$ cat config.mk
export PLATFORM = sky130hd
export DESIGN_NAME = mul_issue_ctrl
export DESIGN_NICKNAME = d
export VERILOG_FILES = /design/src/rtl/mul_issue_ctrl.sv
export SDC_FILE = /design/constraint.sdc
export NUM_CORES = 1
export LEC_CHECK = 0
export BUFFER_PORTS_ARGS = -buffer_cell sky130_fd_sc_hd__buf_2
export CAP_MARGIN = 20
export CORE_ASPECT_RATIO = 1.1
export CORE_MARGIN = 5
export CORE_UTILIZATION = 54
export DETAILED_ROUTE_END_ITERATION = 10
export GPL_ROUTABILITY_DRIVEN = 0
export PLACE_DENSITY = 0.91
export REMOVE_ABC_BUFFERS = 1
export SLEW_MARGIN = 0
export SYNTH_ARGS = -nofsm -noshare
export SYNTH_HDL_FRONTEND = slang
export SYNTH_SLANG_ARGS = --single-unit
$ cat constraint.sdc
create_clock -name clk -period 9.3 [get_ports clk]
set_input_delay 0.93 -clock clk [delete_from_list [all_inputs] [get_ports clk]]
set_output_delay 0.93 -clock clk [all_outputs]
set_load 0.05 [all_outputs]
$ cat src/rtl/mul_issue_ctrl.sv
// mul_issue_ctrl: RV32M issue front end for a sequential Booth radix-4 multiplier core,
// with signedness extension, a one-entry product cache and flush/drain handling.
module mul_issue_ctrl #(
   parameter int XLEN     = 32,
   parameter bit CACHE_EN = 1'b1
) (
   input  logic              clk,
   input  logic              rst,
   input  logic              flush,
   input  logic              req_valid,
   output logic              req_ready,
   input  logic [2:0]        req_funct3,
   input  logic [XLEN-1:0]   req_rs1,
   input  logic [XLEN-1:0]   req_rs2,
   output logic              resp_valid,
   input  logic              resp_ready,
   output logic [XLEN-1:0]   resp_result,
   output logic              resp_err,
   output logic              core_start,
   output logic [XLEN:0]     core_a,
   output logic [XLEN:0]     core_b,
   input  logic [2*XLEN+1:0] core_product,
   input  logic              core_done,
   output logic              busy
);
   localparam logic [2:0] S_IDLE   = 3'd0;
   localparam logic [2:0] S_LAUNCH = 3'd1;
   localparam logic [2:0] S_WAIT   = 3'd2;
   localparam logic [2:0] S_RESP   = 3'd3;
   localparam logic [2:0] S_DRAIN  = 3'd4;
   logic [2:0]        state_q, state_d;
   logic [2:0]        funct3_q, funct3_d;
   logic [XLEN:0]     a_q, a_d, b_q, b_d;
   logic [XLEN-1:0]   result_q, result_d;
   logic              err_q, err_d;
   logic              cache_valid_q, cache_valid_d;
   logic [XLEN:0]     cache_a_q, cache_a_d, cache_b_q, cache_b_d;
   logic [2*XLEN-1:0] cache_p_q, cache_p_d;
   logic              accept, illegal, hit;
   logic [XLEN:0]     ext_a, ext_b;
   logic [XLEN-1:0]   cache_sel, core_sel;
   logic              unused_product_top;
   assign req_ready   = (state_q == S_IDLE) && !flush;
   assign accept      = req_valid && req_ready;
   assign illegal     = req_funct3[2];
   // rs1 is signed unless MULHU; rs2 is signed only for MUL/MULH
   assign ext_a       = {~(req_funct3[1] & req_funct3[0]) & req_rs1[XLEN-1], req_rs1};
   assign ext_b       = {~req_funct3[1] & req_rs2[XLEN-1], req_rs2};
   assign hit         = CACHE_EN && cache_valid_q && (ext_a == cache_a_q) && (ext_b == cache_b_q);
   assign cache_sel   = (req_funct3[1:0] == 2'b00) ? cache_p_q[XLEN-1:0] : cache_p_q[2*XLEN-1:XLEN];
   assign core_sel    = (funct3_q[1:0] == 2'b00) ? core_product[XLEN-1:0] : core_product[2*XLEN-1:XLEN];
   assign unused_product_top = ^core_product[2*XLEN+1:2*XLEN];
   assign resp_valid  = state_q == S_RESP;
   assign core_start  = state_q == S_LAUNCH;
   assign busy        = state_q != S_IDLE;
   assign resp_result = result_q;
   assign resp_err    = err_q;
   assign core_a      = a_q;
   assign core_b      = b_q;
   always_comb begin
      state_d       = state_q;
      funct3_d      = funct3_q;
      a_d           = a_q;
      b_d           = b_q;
      result_d      = result_q;
      err_d         = err_q;
      cache_valid_d = cache_valid_q;
      cache_a_d     = cache_a_q;
      cache_b_d     = cache_b_q;
      cache_p_d     = cache_p_q;
      case (state_q)
         S_IDLE: if (accept) begin
            funct3_d = req_funct3;
            a_d      = ext_a;
            b_d      = ext_b;
            err_d    = illegal;
            result_d = illegal ? '0 : hit ? cache_sel : result_q;
            state_d  = (illegal || hit) ? S_RESP : S_LAUNCH;
         end
         S_LAUNCH: state_d = flush ? S_DRAIN : S_WAIT;
         S_WAIT: if (flush) begin
            state_d = core_done ? S_IDLE : S_DRAIN;
         end else if (core_done) begin
            cache_valid_d = 1'b1;
            cache_a_d     = a_q;
            cache_b_d     = b_q;
            cache_p_d     = core_product[2*XLEN-1:0];
            result_d      = core_sel;
            state_d       = S_RESP;
         end
         S_RESP:  state_d = (flush || resp_ready) ? S_IDLE : S_RESP;
         S_DRAIN: state_d = core_done ? S_IDLE : S_DRAIN;
         default: state_d = S_IDLE;
      endcase
   end
   always_ff @(posedge clk or posedge rst) begin
      if (rst) begin
         state_q       <= S_IDLE;
         funct3_q      <= '0;
         a_q           <= '0;
         b_q           <= '0;
         result_q      <= '0;
         err_q         <= 1'b0;
         cache_valid_q <= 1'b0;
         cache_a_q     <= '0;
         cache_b_q     <= '0;
         cache_p_q     <= '0;
      end else begin
         state_q       <= state_d;
         funct3_q      <= funct3_d;
         a_q           <= a_d;
         b_q           <= b_d;
         result_q      <= result_d;
         err_q         <= err_d;
         cache_valid_q <= cache_valid_d;
         cache_a_q     <= cache_a_d;
         cache_b_q     <= cache_b_d;
         cache_p_q     <= cache_p_d;
      end
   end
endmodule

**Word-level counts from Yosys, hierarchy flattened**

Cells that the tools add are included.
Widths: inputs -> output; s select.

- Mux-type cells: 16
- Equal/unequal tests: 11
- Bitwise gates (word level): 6
- Reductions and logical operators: 16

Operators by type and width:

| operator | count |
|---|---|
| $mux 32 | 7 |
| $eq 33x33->1 | 2 |
| $pmux 32 s2 | 1 |
| $mux 3 | 5 |
| $pmux 3 s5 | 1 |
| $eq 3x2->1 const B | 2 |
| $ne 2x2->1 const B | 3 |
| $ne 3x3->1 const B | 2 |
| $reduce_and 5->1 | 1 |
| $logic_and 1x1->1 | 4 |
| $logic_not 2->1 | 2 |
| $mux 2 | 2 |
| $reduce_and 2->1 | 2 |
| $and 1x1->1 | 3 |
| $eq 3x1->1 const B | 1 |
| $eq 3x3->1 const B | 1 |
| $logic_not 3->1 | 1 |
| $not 1->1 | 3 |
| $reduce_and 3->1 | 1 |
| $reduce_bool 3->1 | 1 |
| $logic_or 1x1->1 | 2 |
| $reduce_bool 2->1 | 1 |
| $logic_not 1->1 | 1 |

- Word-level logic and storage cells: 59
- Register bits: 235

**Depth between registers and ports, before layout**

Gate-level depths: netlist of run 1.

- Depth in word-level cells: 10
- Gate-level depth with buffers: 9

**Worst setup path after synthesis of run 1**

No wires, ideal clock.

- Path kind: in2reg
- Start: input req_rs2[22]
- End: register result_q[0], in the netlist resp_result[0]
- Slack: 6.480 ns
- Buffers on the path: 1
- Data required time: 9.175 ns
- Cell stages on the path: 6
- Library setup time: 0.125 ns
- Data arrival time: 2.695 ns
- Cells stage by stage: xnor2_1 -> nand4_1 -> or4_1 -> o41ai_4 -> buf_6 -> mux2_4

- Word-level cells in the longest chain between the ends: 4

Ends and longest elaborated chain:

| item | line | source |
|---|---|---|
| start, declared | 14 | `input logic [XLEN-1:0] req_rs2,` |
| $eq 33x33->1 | 49 | `assign hit = CACHE_EN && cache_valid_q && (ext_a == cache_a_q) && (ext_b == cache_b_q);` |
| $logic_and 1x1->1 | 49 |  |
| $ne 3x3->1 (no source line) | n/a |  |
| $reduce_and 5->1 (no source line) | n/a |  |
| end signal, assigned | 113 | `result_q <= result_d;` |
| end, declared | 34 | `logic [XLEN-1:0] result_q, result_d;` |

No other way between the ends.
A chain may end at the register's enable or synchronous reset.

**Worst setup path after layout of run 1**

- Start: input req_rs1[30]
- End: register result_q[30], in the netlist resp_result[30]

- Word-level cells in the longest chain between the ends: 5

Ends and longest elaborated chain:

| item | line | source |
|---|---|---|
| start, declared | 13 | `input logic [XLEN-1:0] req_rs1,` |
| $eq 33x33->1 | 49 |  |
| $logic_and 1x1->1 (2 in a row) | 49 |  |
| $ne 3x3->1 (no source line) | n/a |  |
| $reduce_and 5->1 (no source line) | n/a |  |

No other way between the ends.

==> results.yml, run 1 <==
synthesis:
  synth_xor_area_share_pct: 4.71
  synth_area_leaders: "dfrtp_1 56%, mux2_2 22%, mux2i_1 6.0%"
  synth-compound-area-share_pct: 3.86
  postSynthCellCount: 749
  synthFlopType: "dfrtp_1"
  synth-seq-area-share_pct: 55.5
  yosys_warnings: 0
  avgSynthCellArea_sq_um: 14.1
  muxShareOfSynthArea_pct: 30.6
  synth_top_family_by_area: "multiplexers"
  synth_common_cells: "235 x dfrtp_1, 204 x mux2_2, 64 x mux2i_1, 53 x xnor2_1, 37 x o22ai_1"
  netlist.area_leader.share_pct: 55.5
  synth_most_common_cell: "dfrtp_1"
  synth_top_cell_by_area: "dfrtp_1"
  synth_edf_count: 0
  synth-simple-area-share_pct: 2.92
  synth-seq-cells: 235
  synthAdderAreaFrac_pct: 0
  synth_cell_types: 38
  synthArstFlopShare_pct: 100
  syn_area_sq_um: 10600
power:
  switching_power_w: 0.00199
  seqPwrFrac_pct: 37.1
  p_comb_share_pct: 42.8
  vdd_drop_max_mv: 0.258
  p_per_area_nw_per_um2: 383
  leakage_nw: 6.09
  intPower_w: 0.00292
  swShare_pct: 40.6
  clkPwrFrac_pct: 20.1
clocking:
  root_buffer: "clkbuf_16"
  cts_hold_repair.buffers: 0
  clk_latency_ns: 0.53
  clock_sink_count: 235
  numCtsBuffers: 25
  cts_max_level: 1
  cts_buffer_depth: 3
  clk_pin_slew_ns: 0.06
  postCtsSetupBuffers: 0
  cts_resized: 0
  cts_tree: "yes"
timing:
  post-route-min-period_ns: 3.24
  timing.final.crit_share_pct: 34.9
  fin_worst_skew_ns: 0.0259
  worst_hold_slack_ns: 0.481
  tns_ns: 0
  fmax_mhz: 308
  worst_pin_slew_ns: 0.921
  finalSetupViolations: 0
  rsz0062_at_grt: "false"
  slew-limit-headroom_pct: 38.6
  worst_slack_ns: 6.06
  slew_violations: 0
  timing.final.hold_violations: 0
final_layout:
  layout.area.seq_sq_um: 5880
  drive_gt1_share_pct: 51.8
  multiInputGateArea_sq_um: 4480
  fill_cells: 1368
  nNetsFinal: 1122
  finish.utilization_pct: 66.7
  syn_to_final_growth_pct: 21.0
critical_path:
  path_class: "in -> reg"
  cp_common_cell: "nand4_1"
  cp.arrival_ns: 3.63
  r2r-end: "resp_result[30]$_DFFE_PP0P_"
  crit_path_end_kind: "flop"
  start_kind: "input port"
  crit_chain: "buf_2, xnor2_1, nand4_1, nor4_1, nand4_1, o41ai_4, buf_4, mux2_2"
  rrSetupSlack_ns: 6.17
  r2r_cells: 7
  startpoint: "req_rs1[30]"
  cp_data_required_time_ns: 9.69
  crit_path_max_fanout: 32
  worst_path_max_delay_cell: "buf_4"
  max_stage_delay_ns: 0.54
  r2r-start: "cache_a_q[30]$_DFFE_PP0P_"
drt:
  ant_nets: 0
  drc_errors: 0
  vias: 6992
  first_pass_iters: 5
  wl_per_cell_um: 19.7
  wirelength_um: 24700
  drtIter0Drc: 221
  vias_per_cell: 5.59
placed_design:
  hpwlAfterDp_um: 16700
  io_buffer_count: 239
  dp_slack_ns: 5.39
floorplan:
  rows: 53
  pin_count: 242
  start_util_pct: 55.1
  die-area_sq_um: 22500
  core-area_sq_um: 19200
  die_x_um: 144
  die_h_um: 157
global_routing:
  grt_pass1_wl_um: 39700
  grt_overflow: 0
  grt_pass1_vias: 7661
  grt_max_degree: 111
  antenna_found_initial: 0
  gr-usage-all-layers_pct: 21.8
run:
  maxCapViolCount: 0
min_path:
  hold_end: "cache_valid_q$_DFFE_PP0P_"
  worstHoldPathType: "reg -> reg"
  worstHoldStart: "cache_valid_q$_DFFE_PP0P_"
  whs_path_depth: 1
outcome:
  status: "completed"
[sequential cells by signal (all words and copies together), names as in the netlist]
register and cells:
state_q 3, funct3_q 2, cache_p_q 64, cache_valid_q 1, resp_result 32, resp_err 1
core_a 33, cache_a_q 33, core_b 33, cache_b_q 33
[cell families (layout without fill, tap and decap cells)]
| kind of cell | count (synthesis) | after routing |
|---|---|---|
| mux | 288 | 288 |
| flops | 235 | 235 |
| compound gates | 61 | 61 |
| xor+xnor | 57 | 57 |
| buf+inv | 55 | 307 |
| simple gates | 53 | 53 |
| other cells | 0 | 3 |
[layout by cell type (no fill, tap or decap), drive strengths merged, types with 2 or more instances in the layout]
cell,count
nand2b,2
o211ai,2
o21ai,8
o22ai,37
nand4,14
dfrtp,235
nand2,11
clkinv,5
nor3b,2
xor2,4
mux2,224
a21boi,2
inv,15
a21oi,4
xnor2,53
nand3,3
nor2b,4
nor2,7
buf,248
nor4,5
bufinv,2
or3,2
a22oi,2
diode,3
clkbuf,37
mux2i,64
[cell type report]
type                       instances  area share [%]
tap                              247            2.41
multi-input combinational        459            34.9
inverter                          14           0.468
clock buffer                      37            5.70
clock inverter                     8           0.732
timing repair buffer             248            9.85
sequential                       235            45.9
antenna                            3          0.0585
[through the flow]
step                      std cells  instance area, sq um  total power [W]
final                          1251                 12800          0.00491
after global routing           1248                 12800          0.00518
after CTS                      1248                 12800          0.00496
after detailed placement       1203                 12000          0.00394
after global placement         1203                 12000          0.00384
after floorplan                 708                 10400          0.00342
[worst max-delay path: cells and delay by family]
| kind | cells | cell delay, ns |
|---|---|---|
| and+or+nand+nor | 3 | 0.97 |
| AOI/OAI and AO/OA | 1 | 0.39 |
| buffers and inverters | 2 | 0.66 |
| muxes | 1 | 0.41 |
| xor gates and xnor gates | 1 | 0.22 |
[power by group through the flow]
stage | logic, W | registers [W] | clock network [W]
5_1_grt | 0.00224 | 0.00189 | 0.00105
3_3_place_gp | 0.00205 | 0.00179 | 0
4_1_cts | 0.00213 | 0.00182 | 0.00101
2_1_floorplan | 0.000972 | 0.00245 | 0
3_5_place_dp | 0.00211 | 0.00183 | 0
6_report | 0.00210 | 0.00182 | 0.000987
[routing by layer]
layer | routed length, um | vias up | GRT usage, %
li1 | - | 3181 | -
met2 | 12200 | 260 | 37.2
met4 | 587 | 0 | 6.68
met1 | 9610 | 3500 | 26.8
met5 | 0 | - | 0
met3 | 2250 | 51 | 6.50
[worst max-delay path by stage]
stage / end / slack, ns / cells past startpoint
after floorplan: cache_a_q[0]$_DFFE_PP0P_ / 1.92 / 1
after global placement: resp_result[17]$_DFFE_PP0P_ / 5.41 / 8
after detailed placement: resp_result[30]$_DFFE_PP0P_ / 5.39 / 8
after CTS: resp_result[30]$_DFFE_PP0P_ / 5.93 / 8
after global routing: resp_result[14]$_DFFE_PP0P_ / 5.84 / 8
final: resp_result[30]$_DFFE_PP0P_ / 6.06 / 8
(Power assumes the default switching activity.)
==> run 2: changes to the inputs <==
- CORE_UTILIZATION: 54 -> 49
- PLACE_DENSITY: 0.91 -> 0.87
- clock period: 9.3 -> 2.8 ns (I/O delays scaled with it)
==> run 2 against run 1 <==
Compared with the run above: global-route usage down 1.5 points; via count up 1.6%; combinational power rose to 3.4 times the previous value; utilization down 4.6 points; sequential share of layout area down 1.4 points; sequential power rose to 3.3 times the previous value; clock skew down 0.018 ns; flip-flop and latch count unchanged; clock-buffer cell count up 3.
==> results.yml, run 2 (synthesis results as in run 1) <==
drt:
  wl_per_cell_um: 19.5
  ant_nets: 0
  vias_per_cell: 5.39
  wirelength_um: 25700
  drtIter0Drc: 277
  drc_errors: 0
  vias: 7106
  first_pass_iters: 6
floorplan:
  die-area_sq_um: 24700
  start_util_pct: 49.7
  rows: 56
  core-area_sq_um: 21300
  die_h_um: 164
  die_x_um: 150
  pin_count: 242
power:
  clkPwrFrac_pct: 19.1
  swShare_pct: 40.8
  seqPwrFrac_pct: 37.1
  power_w: 0.0163
  p_per_area_nw_per_um2: 1230
  leakage_nw: 6.26
  vdd_drop_max_mv: 0.872
  switching_power_w: 0.00667
  p_comb_share_pct: 43.9
  intPower_w: 0.00966
timing:
  rsz0062_at_grt: "true"
  worst_slack_ns: 0.0432
  slew_violations: 0
  fmax_mhz: 363
  worst_pin_slew_ns: 0.625
  worst_hold_slack_ns: 0.0224
  post-route-min-period_ns: 2.76
  finalSetupViolations: 0
  fin_worst_skew_ns: 0.00838
  slew-limit-headroom_pct: 58.4
  timing.final.crit_share_pct: 98.5
  tns_ns: 0
  timing.final.hold_violations: 0
global_routing:
  gr-usage-all-layers_pct: 20.2
  antenna_found_initial: 3
  grt_max_degree: 87
  grt_overflow: 0
  grt_pass1_wl_um: 40200
  grt_pass1_vias: 7596
final_layout:
  syn_to_final_growth_pct: 24.9
  drive_gt1_share_pct: 51.5
  final_common_cell: "buf_2"
  largest_reg_flops: 64
  nNetsFinal: 1150
  max_flop_register: "cache_p_q"
  final_area_sq_um: 13200
  layout_common_cells: "239 x buf_2, 235 x dfrtp_1, 199 x mux2_2, 64 x mux2i_1, 52 x xnor2_1"
placed_design:
  dpl_cell_area_sq_um: 12200
  hpwlAfterDp_um: 17000
  io_buffer_count: 239
  dp_slack_ns: -0.0953
clocking:
  numCtsBuffers: 25
  cts_tree: "yes"
  cts_max_level: 1
  clk_latency_ns: 0.51
  root_buffer: "clkbuf_16"
  clock_sink_count: 235
  cts_buffer_depth: 3
  clk_pin_slew_ns: 0.06
min_path:
  whs_path_depth: 2
  worstHoldPathType: "in -> reg"
  worstHoldStart: "core_product[47]"
  hold_end: "cache_p_q[47]$_DFFE_PP0P_"
critical_path:
  crit_chain: "xnor2_1, nand4_1, nor4_4, buf_4, nand4_1, o41ai_4, buf_4, clkbuf_16, mux2_4"
  path_class: "reg -> reg"
  crit_buf_inv: 3
  rrSetupSlack_ns: 0.04
  crit_path_end_kind: "flop"
  start_kind: "flop"
  r2r-start: "cache_a_q[4]$_DFFE_PP0P_"
  crit_path_max_fanout: 8
  worst_path_max_delay_cell: "o41ai_4"
  r2r_cells: 9
  cp_top_family: "simple AND/OR/NAND/NOR gates"
  r2r-end: "resp_result[0]$_DFFE_PP0P_"
  max_stage_delay_ns: 0.45
  cp_data_required_time_ns: 3.19
  cp.arrival_ns: 3.15
outcome:
  status: "completed"
run:
  maxCapViolCount: 0
## run 2: area by class of cell
cell class / instances / area (sq um)
multi-input cells: 459 / 4520
diodes: 1 / 2.50
well taps: 290 / 363
fillers: 1627 / 8070
clock inverters: 4 / 27.5
clock buffers: 40 / 752
inverters: 14 / 60.1
flip-flops and latches: 235 / 5880
repair buffers: 276 / 1630
## run 2: power groups by stage
stage	sequential [W]	combinational (W)	clock, W
2_1_floorplan	0.00814	0.00323	0
3_3_place_gp	0.00594	0.00690	0
3_5_place_dp	0.00607	0.00706	0
4_1_cts	0.00603	0.00714	0.00321
5_1_grt	0.00627	0.00760	0.00335
6_report	0.00605	0.00717	0.00311
## run 2: through the flow
| step | util, % | std cells |
|---|---|---|
| 3_5_place_dp | 57.2 | 1254 |
| 2_1_floorplan | - | 708 |
| 4_1_cts | 61.7 | 1315 |
| 3_3_place_gp | 57.2 | 1254 |
| 5_1_grt | 62.1 | 1319 |
| 6_report | 62.1 | 1319 |
## run 2: repair_timing
item	4_1_cts	5_1_grt
hold buffers	17	0
setup endpoints to repair	32	32
gates cloned	0	2
gates resized for setup	2	9
pin swaps	0	0
hold endpoints to repair	73	0
buffers inserted	0	1
## run 2: how the worst max path moves through the flow
stage,slack [ns],end,depth (start not counted),startpoint
6_report,0.04,resp_result[0]$_DFFE_PP0P_,9,cache_a_q[4]$_DFFE_PP0P_
5_1_grt,-0.1,resp_result[0]$_DFFE_PP0P_,9,cache_a_q[4]$_DFFE_PP0P_
4_1_cts,-0.02,resp_result[31]$_DFFE_PP0P_,8,cache_a_q[10]$_DFFE_PP0P_
3_5_place_dp,-0.1,resp_result[11]$_DFFE_PP0P_,8,cache_a_q[10]$_DFFE_PP0P_
3_3_place_gp,-0.1,resp_result[17]$_DFFE_PP0P_,9,req_rs1[10]
2_1_floorplan,-3.93,cache_a_q[0]$_DFFE_PP0P_,1,rst
## run 2: per-layer routing
metal | vias to the layer above | global-route usage, % | part of all wire (%)
li1 | 3230 | - | -
met1 | 3566 | 25.8 | 40
met2 | 261 | 34.4 | 49
met3 | 45 | 5.96 | 8.4
met4 | 4 | 4.12 | 2.1
met5 | - | 0 | 0.066
